[config.mk]
export PLATFORM = sky130hd
export DESIGN_NAME = pipe_ctrl
export DESIGN_NICKNAME = d
export VERILOG_FILES = /design/src/rtl/pipe_ctrl.sv
export SDC_FILE = /design/constraint.sdc
export NUM_CORES = 1
export LEC_CHECK = 0
export ABC_AREA = 1
export BUFFER_PORTS_ARGS = -buffer_cell sky130_fd_sc_hd__buf_2
export CELL_PAD_IN_SITES_DETAIL_PLACEMENT = 1
export CELL_PAD_IN_SITES_GLOBAL_PLACEMENT = 2
export CORE_AREA = 2 2 67 69
export CTS_BUF_LIST = sky130_fd_sc_hd__clkbuf_4 sky130_fd_sc_hd__clkbuf_8
export DETAILED_ROUTE_END_ITERATION = 8
export DIE_AREA = 0 0 69 71
export PLACE_DENSITY_LB_ADDON = 0.1
export REMOVE_ABC_BUFFERS = 1
export SLEW_MARGIN = 20
export SYNTH_ARGS = -nofsm -noshare
export SYNTH_HDL_FRONTEND = slang
export SYNTH_SLANG_ARGS = --single-unit
[constraint.sdc]
create_clock -name clk -period 1.14 [get_ports clk]
set_input_delay 0.057 -clock clk [delete_from_list [all_inputs] [get_ports clk]]
set_output_delay 0.057 -clock clk [all_outputs]
set_load 0.02 [all_outputs]
[src/rtl/pipe_ctrl.sv]
`default_nettype none
// ============================================================================
// Module   : pipe_ctrl
// Brief    : Stall/flush controller for the 5-stage MIPS pipeline. Merges the
//            fetch, decode, multiplier and memory stall requests into one
//            per-stage hold vector, sequences the multi-cycle MUL in EX, and
//            turns decode redirects into IF/ID flushes. A redirect that
//            arrives while IF/ID is held is deferred until IF/ID can move.
//            Optional macro PIPE_CTRL_PERF_EN enables the stall/flush
//            performance counters; without it both counters read 0.
// Revision : 1.0 - initial release
// ============================================================================
module pipe_ctrl #(
    // Total EX occupancy of one MUL in cycles (legal 2..15).
    parameter int MUL_CYCLES = 3
) (
    input  logic        clk,
    input  logic        rst,            // asynchronous, active-low
    input  logic        stallreq_if,
    input  logic        stallreq_id,
    input  logic        stallreq_mem,
    input  logic        ex_mul_start,
    input  logic        branch_flag,
    output logic [5:0]  stall,
    output logic        flush_ifid,
    output logic        ex_mul_done,
    output logic        mul_busy,
    output logic [15:0] perf_stall_cnt,
    output logic [15:0] perf_flush_cnt
);

    // The BUSY phase lasts MUL_CYCLES-1 cycles; the start cycle (IDLE with
    // ex_mul_start) is the first stalled cycle, so the counter runs to 0
    // from MUL_CYCLES-2.
    localparam logic [3:0] c_CNT_LOAD = 4'(MUL_CYCLES - 2);

    localparam logic [5:0] c_HOLD_MEM  = 6'b011111;
    localparam logic [5:0] c_HOLD_EX   = 6'b001111;
    localparam logic [5:0] c_HOLD_ID   = 6'b000111;
    localparam logic [5:0] c_HOLD_IF   = 6'b000011;
    localparam logic [5:0] c_HOLD_NONE = 6'b000000;

    typedef enum logic [1:0] {
        S_IDLE = 2'd0,
        S_BUSY = 2'd1,
        S_DONE = 2'd2
    } state_t;

    state_t      r_state;
    logic [3:0]  r_cnt;
    logic        r_mul_done;
    logic        r_mul_busy;
    logic        r_flush_pend;

    logic        w_ex_stall;
    logic [5:0]  w_stall_raw;
    logic [5:0]  w_stall;
    logic        w_flush;

    // Multiplier occupancy FSM with registered Moore outputs.
    always_ff @(posedge clk or negedge rst) begin
        if (!rst) begin
            r_state    <= S_IDLE;
            r_cnt      <= 4'd0;
            r_mul_done <= 1'b0;
            r_mul_busy <= 1'b0;
        end else begin
            case (r_state)
                S_IDLE: begin
                    if (ex_mul_start) begin
                        r_state    <= S_BUSY;
                        r_cnt      <= c_CNT_LOAD;
                        r_mul_busy <= 1'b1;
                        r_mul_done <= 1'b0;
                    end
                end
                S_BUSY: begin
                    // A concurrent mem stall does not freeze the multiplier.
                    if (r_cnt == 4'd0) begin
                        r_state    <= S_DONE;
                        r_mul_done <= 1'b1;
                    end else begin
                        r_cnt <= r_cnt - 4'd1;
                    end
                end
                S_DONE: begin
                    // Hold the result valid until MEM lets EX/MEM advance.
                    if (!stallreq_mem) begin
                        r_state    <= S_IDLE;
                        r_mul_done <= 1'b0;
                        r_mul_busy <= 1'b0;
                    end
                end
                default: begin
                    r_state    <= S_IDLE;
                    r_cnt      <= 4'd0;
                    r_mul_done <= 1'b0;
                    r_mul_busy <= 1'b0;
                end
            endcase
        end
    end

    assign w_ex_stall = ((r_state == S_IDLE) && ex_mul_start) || (r_state == S_BUSY);

    // Single-level priority select of the hold vector, deepest requester wins.
    always_comb begin
        w_stall_raw = c_HOLD_NONE;
        if (stallreq_mem) begin
            w_stall_raw = c_HOLD_MEM;
        end else if (w_ex_stall) begin
            w_stall_raw = c_HOLD_EX;
        end else if (stallreq_id) begin
            w_stall_raw = c_HOLD_ID;
        end else if (stallreq_if) begin
            w_stall_raw = c_HOLD_IF;
        end
    end

    // Outputs are forced quiet while reset is asserted, even though the
    // request inputs may still be toggling.
    assign w_stall = rst ? w_stall_raw : c_HOLD_NONE;
    assign w_flush = rst & (branch_flag | r_flush_pend) & ~w_stall[1];

    // Remember a redirect that could not squash IF/ID because it was held.
    always_ff @(posedge clk or negedge rst) begin
        if (!rst) begin
            r_flush_pend <= 1'b0;
        end else if (w_flush) begin
            r_flush_pend <= 1'b0;
        end else if (branch_flag && w_stall[1]) begin
            r_flush_pend <= 1'b1;
        end
    end

    assign stall       = w_stall;
    assign flush_ifid  = w_flush;
    assign ex_mul_done = r_mul_done;
    assign mul_busy    = r_mul_busy;

`ifdef PIPE_CTRL_PERF_EN
    logic [15:0] r_perf_stall;
    logic [15:0] r_perf_flush;

    // Free-running event counters; natural 16-bit wrap.
    always_ff @(posedge clk or negedge rst) begin
        if (!rst) begin
            r_perf_stall <= 16'h0000;
            r_perf_flush <= 16'h0000;
        end else begin
            if (w_stall[0]) begin
                r_perf_stall <= r_perf_stall + 16'h0001;
            end
            if (w_flush) begin
                r_perf_flush <= r_perf_flush + 16'h0001;
            end
        end
    end

    assign perf_stall_cnt = r_perf_stall;
    assign perf_flush_cnt = r_perf_flush;
`else
    assign perf_stall_cnt = 16'h0000;
    assign perf_flush_cnt = 16'h0000;
`endif

endmodule
`default_nettype wire
Yosys cells after proc, flatten, opt, wreduce, memory -nomap -nowiden
Cells that the tools add are included.
Widths: inputs -> output; s select.
{"block": "word_totals", "ff_bits": 9, "in_bits": 7, "wordCells": 47}
{"block": "op_classes", "addsub": 1, "n_eq_ne": 6, "mux": 20, "bitwise_logic": 6, "n_reduce_logical": 9}
{"op": "$mux 4", "n": 3}
{"op": "$pmux 4 s3", "n": 1}
{"op": "$reduce_and 3->1", "n": 3}
{"op": "$mux 2", "n": 4}
{"op": "$ne 2x2->1 const B", "n": 4}
{"op": "$mux 1", "n": 6}
{"op": "$mux 6", "n": 1}
{"op": "$pmux 1 s3", "n": 2}
{"op": "$pmux 2 s3", "n": 1}
{"op": "$mux 5", "n": 1}
{"op": "$logic_not 4->1", "n": 1}
{"op": "$sub 4x1->4 const B", "n": 1}
{"op": "$mux 3", "n": 1}
{"op": "$not 1->1", "n": 3}
{"op": "$and 1x1->1", "n": 2}
{"op": "$eq 2x1->1 const B", "n": 1}
{"op": "$eq 2x2->1 const B", "n": 1}
{"op": "$logic_and 1x1->1", "n": 2}
{"op": "$logic_not 2->1", "n": 1}
{"op": "$reduce_bool 2->1", "n": 1}
{"op": "$logic_or 1x1->1", "n": 1}
{"op": "$or 1x1->1", "n": 1}

Depth between registers and ports, before layout
{"block": "logic_depth", "ltp_word": 9, "mapped_depth": 6}

Worst setup path after synthesis
OpenSTA, ideal clock, no wires.
{"block": "synth_timing", "path_type": "flip-flop to output port", "start": "register r_state[1]", "end": "output port flush_ifid", "arrival_time_ns": 1.258, "required_time_ns": 1.083, "path_slack_ns": -0.175, "path_stages_with_launch": 7, "n_path_buf": 0, "cell_sequence": "dfrtp_1 > inv_2 > o21ai_2 > nand3_1 > nand2_1 > inv_1 > nor2_1"}
{"block": "synth_via", "elab_chain_cells": 8}
{"element": "start: declaration", "line_no": "49", "text": "state_t r_state;"}
{"element": "start signal: assignment", "line_no": "63", "text": "r_state <= S_IDLE;"}
{"element": "start signal: assignment", "line_no": "71", "text": "r_state <= S_BUSY;"}
{"element": "start signal: assignment", "line_no": "80", "text": "r_state <= S_DONE;"}
{"element": "$logic_not 2->1", "line_no": "104", "text": "assign w_ex_stall = ((r_state == S_IDLE) && ex_mul_start) || (r_state == S_BUSY);"}
{"element": "$logic_and 1x1->1", "line_no": "104"}
{"element": "$logic_or 1x1->1 (*)", "line_no": "104"}
{"element": "$mux 4 (*)", "line_no": "111", "text": "end else if (w_ex_stall) begin"}
{"element": "$mux 5 (*)", "line_no": "109", "text": "if (stallreq_mem) begin"}
{"element": "$mux 6 (*)", "line_no": "122", "text": "assign w_stall = rst ? w_stall_raw : c_HOLD_NONE;"}
{"element": "$not 1->1 (*)", "line_no": "123", "text": "assign w_flush = rst & (branch_flag | r_flush_pend) & ~w_stall[1];"}
{"element": "$and 1x1->1 (*)", "line_no": "123"}
{"element": "end: declaration", "line_no": "25", "text": "output logic flush_ifid,"}
Every way passes the cells marked *; elsewhere a longest branch is shown, timed or not.

Worst setup path in the final report
{"block": "layout_timing", "start": "register r_state[0]", "end": "output port flush_ifid"}
The elaborated chain is that of the path after synthesis.

==> results.toml <==
[run_status]
status = "complete, but fails checks"
failed_checks = "negative setup slack"

[setup_path]
cp_max_fo = 3
path_buf_inv = 2
crit_type = "reg2out"
critPathTopFamily = "flip-flops"
reg2reg_depth = 4
cpPeakStageDelay_ns = 0.39
required_ns = 1.08
r2r_end = "r_cnt[1]"
startpoint_type = "register"
cp_cell_sequence = "o21ai_2 > nand3_2 > nand2_2 > inv_2 > nor2_2 > buf_4"
endpoint_kind = "output pin"
critPathSlowestCell = "dfrtp_1"
arrival_ns = 1.24
r2r_setup_slack_ns = 0
crit-reg2reg-launch = "r_cnt[0]"

[finish]
synthToLayoutAreaGrowth_pct = 27.9
nets = 137
n_fill_cell = 543
layoutNonFillerInstCount = 178
insertedDiodeCount = 0
multiInputGateArea_sq_um = 435
fin_area_sq_um = 965
layout-drive-gt1-share_pct = 38.9
register_area_sq_um = 200

[global_routing]
grt_pass1_wl_um = 2780
grt_max_degree = 9
grt_pass1_vias = 611
grt_overflow_total = 0
grt_usage_pct = 7.37
antenna_found_initial = 0

[logic_synthesis]
synth_commonest_cells = "buf_4 (34), nand2_1 (19), dfrtp_1 (8), inv_1 (8), nand3_1 (5)"
synth_area_sq_um = 754
ys_warn_count = 0
syn_area_per_cell_sq_um = 7.54
ys_async_sr_fraction_pct = 100
synth_cell_types = 21
yosysSeqAreaShare_pct = 26.5
synthFlopType = "dfrtp_1"
synth_top_cell_by_area = "buf_4"
synth_area_leaders = "buf_4 (34%), dfrtp_1 (27%), nand2_1 (9.5%)"
synthCells = 100
post-synth-top-count-cell = "buf_4"
ys_seq_elements = 8
yosysTopAreaCellShare_pct = 33.8
synth_edf_count = 0

[clock_tree]
cts_buffers = 3
clk-insertion-delay-late_ns = 0.23
clkTransAtPathRegs_ns = 0.04
cts_tree = "built"
clkSinkCount = 8
max-clock-path-buffers = 2
htree_levels = 1
clockRootBuffer = "clkbuf_8"

[timing]
skew_ns = 0.00118
hold_violations = 0
rsz0062_at_grt = "true"
finalSetupViolCount = 5
hold_ws_ns = 0.102
finalCritPeriodShare_pct = 114
final_max_slew_viol_count = 0
min_period_ns = 1.30
max_clock_freq_mhz = 771
fin_ws_ns = -0.157

[power_and_ir_drop]
power_mw = 2.26
power_density_nw_per_um2 = 2340
cellLeakagePower_nw = 0.530
p_int_mw = 1.21
irDropWorstVdd_mv = 0.371
pwr-share-comb_pct = 63.5
pwr-share-clk_pct = 15.3
switching_power_mw = 1.05
seqPwrFrac_pct = 21.2
sw_frac_of_total_pct = 46.4

[placement]
hpwl_um = 1380
place_congestion = 0.678
io_buffers = 14
place_inst = 170
dpl_cell_area_sq_um = 800
pre_cts_slack_ns = 0.0225

[floorplanning]
design.core.area_sq_um = 4200
ios = 48
die_x_um = 69
die_h_um = 71
dieArea_sq_um = 4900
rows = 24
initial_core_util_pct = 17.9

[worst_hold_path]
hold_start = "stallreq_mem"
min_path_type = "in2reg"
holdPathStages = 3
whs_endpoint = "mul_busy"

[detailed_routing]
drt-initial-drc-count = 15
ant_nets = 0
vias = 623
wire_per_inst_um = 9.89
viasPerCell = 3.50
route.detailed.drc = 0
dr.pass1.iters = 4
routed_wirelength_um = 1760

[flow_run]
drv_cap = 0
==> state kept, by name, indices dropped and copies added (netlist names) <==
name / cells
mul_busy: 1
r_flush_pend: 1
r_state: 2
r_cnt: 4
==> power groups by stage <==
stage | clock network, mW | logic, mW | registers (mW)
4_1_cts | 0.362 | 1.24 | 0.469
2_1_floorplan | 0 | 0.690 | 0.523
5_1_grt | 0.377 | 1.59 | 0.501
3_3_place_gp | 0 | 1.09 | 0.490
6_report | 0.345 | 1.44 | 0.480
3_5_place_dp | 0 | 1.09 | 0.493
==> kinds of logic after synthesis <==
group,after synthesis,synth area share (%)
buf+inv,45,39.3
simple gates,33,20.7
compound gates,10,8.46
flops,8,26.5
fa+ha+maj,2,3.32
xor+xnor,1,1.16
other cells,1,0.497
==> layout make-up <==
type                            count  area share (%)
Clock buffer                        3            4.28
Inverter                           11            4.54
Multi-Input combinational cell     79            45.1
Sequential cell                     8            20.8
Tap cell                           52            6.74
Timing Repair Buffer               25            18.5
==> metal layers <==
metal  share of wire, %  global-route usage, %
met5                  0                      0
met4                2.8                   5.23
met3                6.8                   2.14
met2                 52                   13.4
met1                 38                   7.19
==> worst max-delay path by stage <==
stage,from,to,slack (ns),depth (start not counted)
after detailed placement,r_cnt[0],r_cnt[1],0.02,4
after global placement,r_state[0],flush_ifid,0.03,6
after CTS,r_state[0],flush_ifid,-0.13,6
final,r_state[0],flush_ifid,-0.16,6
after global routing,r_state[0],flush_ifid,-0.26,6
after floorplan,r_state[1],flush_ifid,-0.26,6
==> layout by cell type, fill, tap and decap left out <==
cell	netlist	final
dfrtp_1	8	8
xor2_1	1	1
clkbuf_8	0	3
buf_2	0	9
inv_4	0	1
or2_0	1	1
nor2_1	4	2
o211ai_1	1	1
o21ai_2	2	5
ha_2	0	1
o31ai_1	1	1
nor2_4	1	1
ha_1	2	1
nor2_2	0	2
nand3_4	0	1
conb_1	1	33
nand3_1	5	4
a31oi_1	1	1
or2_2	1	1
inv_1	8	7
nand2_8	0	1
nand2_4	1	1
buf_6	0	3
o21ai_0	4	1
nand3_2	1	1
inv_2	3	3
nand2_1	19	14
o21ai_1	1	1
dlygate4sd3_1	0	1
nand2_2	0	4
buf_4	34	12
==> through the flow <==
| stage | TNS [ns] | utilization [%] |
|---|---|---|
| floorplan | -0.342 | - |
| global route | -1.18 | 22.9 |
| global placement | 0 | 19.0 |
| CTS | -0.402 | 21.5 |
| finish | -0.515 | 22.9 |
| detailed placement | 0 | 19.0 |
==> timing repair <==
item / in CTS / in global routing
setup buffers: 3 / 2
hold buffers: 1 / 0
gates resized for setup: 12 / 16
endpoints found under the setup margin: 5 / 9
pin swaps: 1 / 5
hold endpoints to repair: 8 / 0
==> worst register-to-register path, cell delays in order, from the launching register on <==
cell     delay (ns)
dfrtp_1        0.38
inv_1          0.11
ha_1           0.23
or2_0          0.24
o21ai_2        0.11
Power figures use the tool's default switching activity.
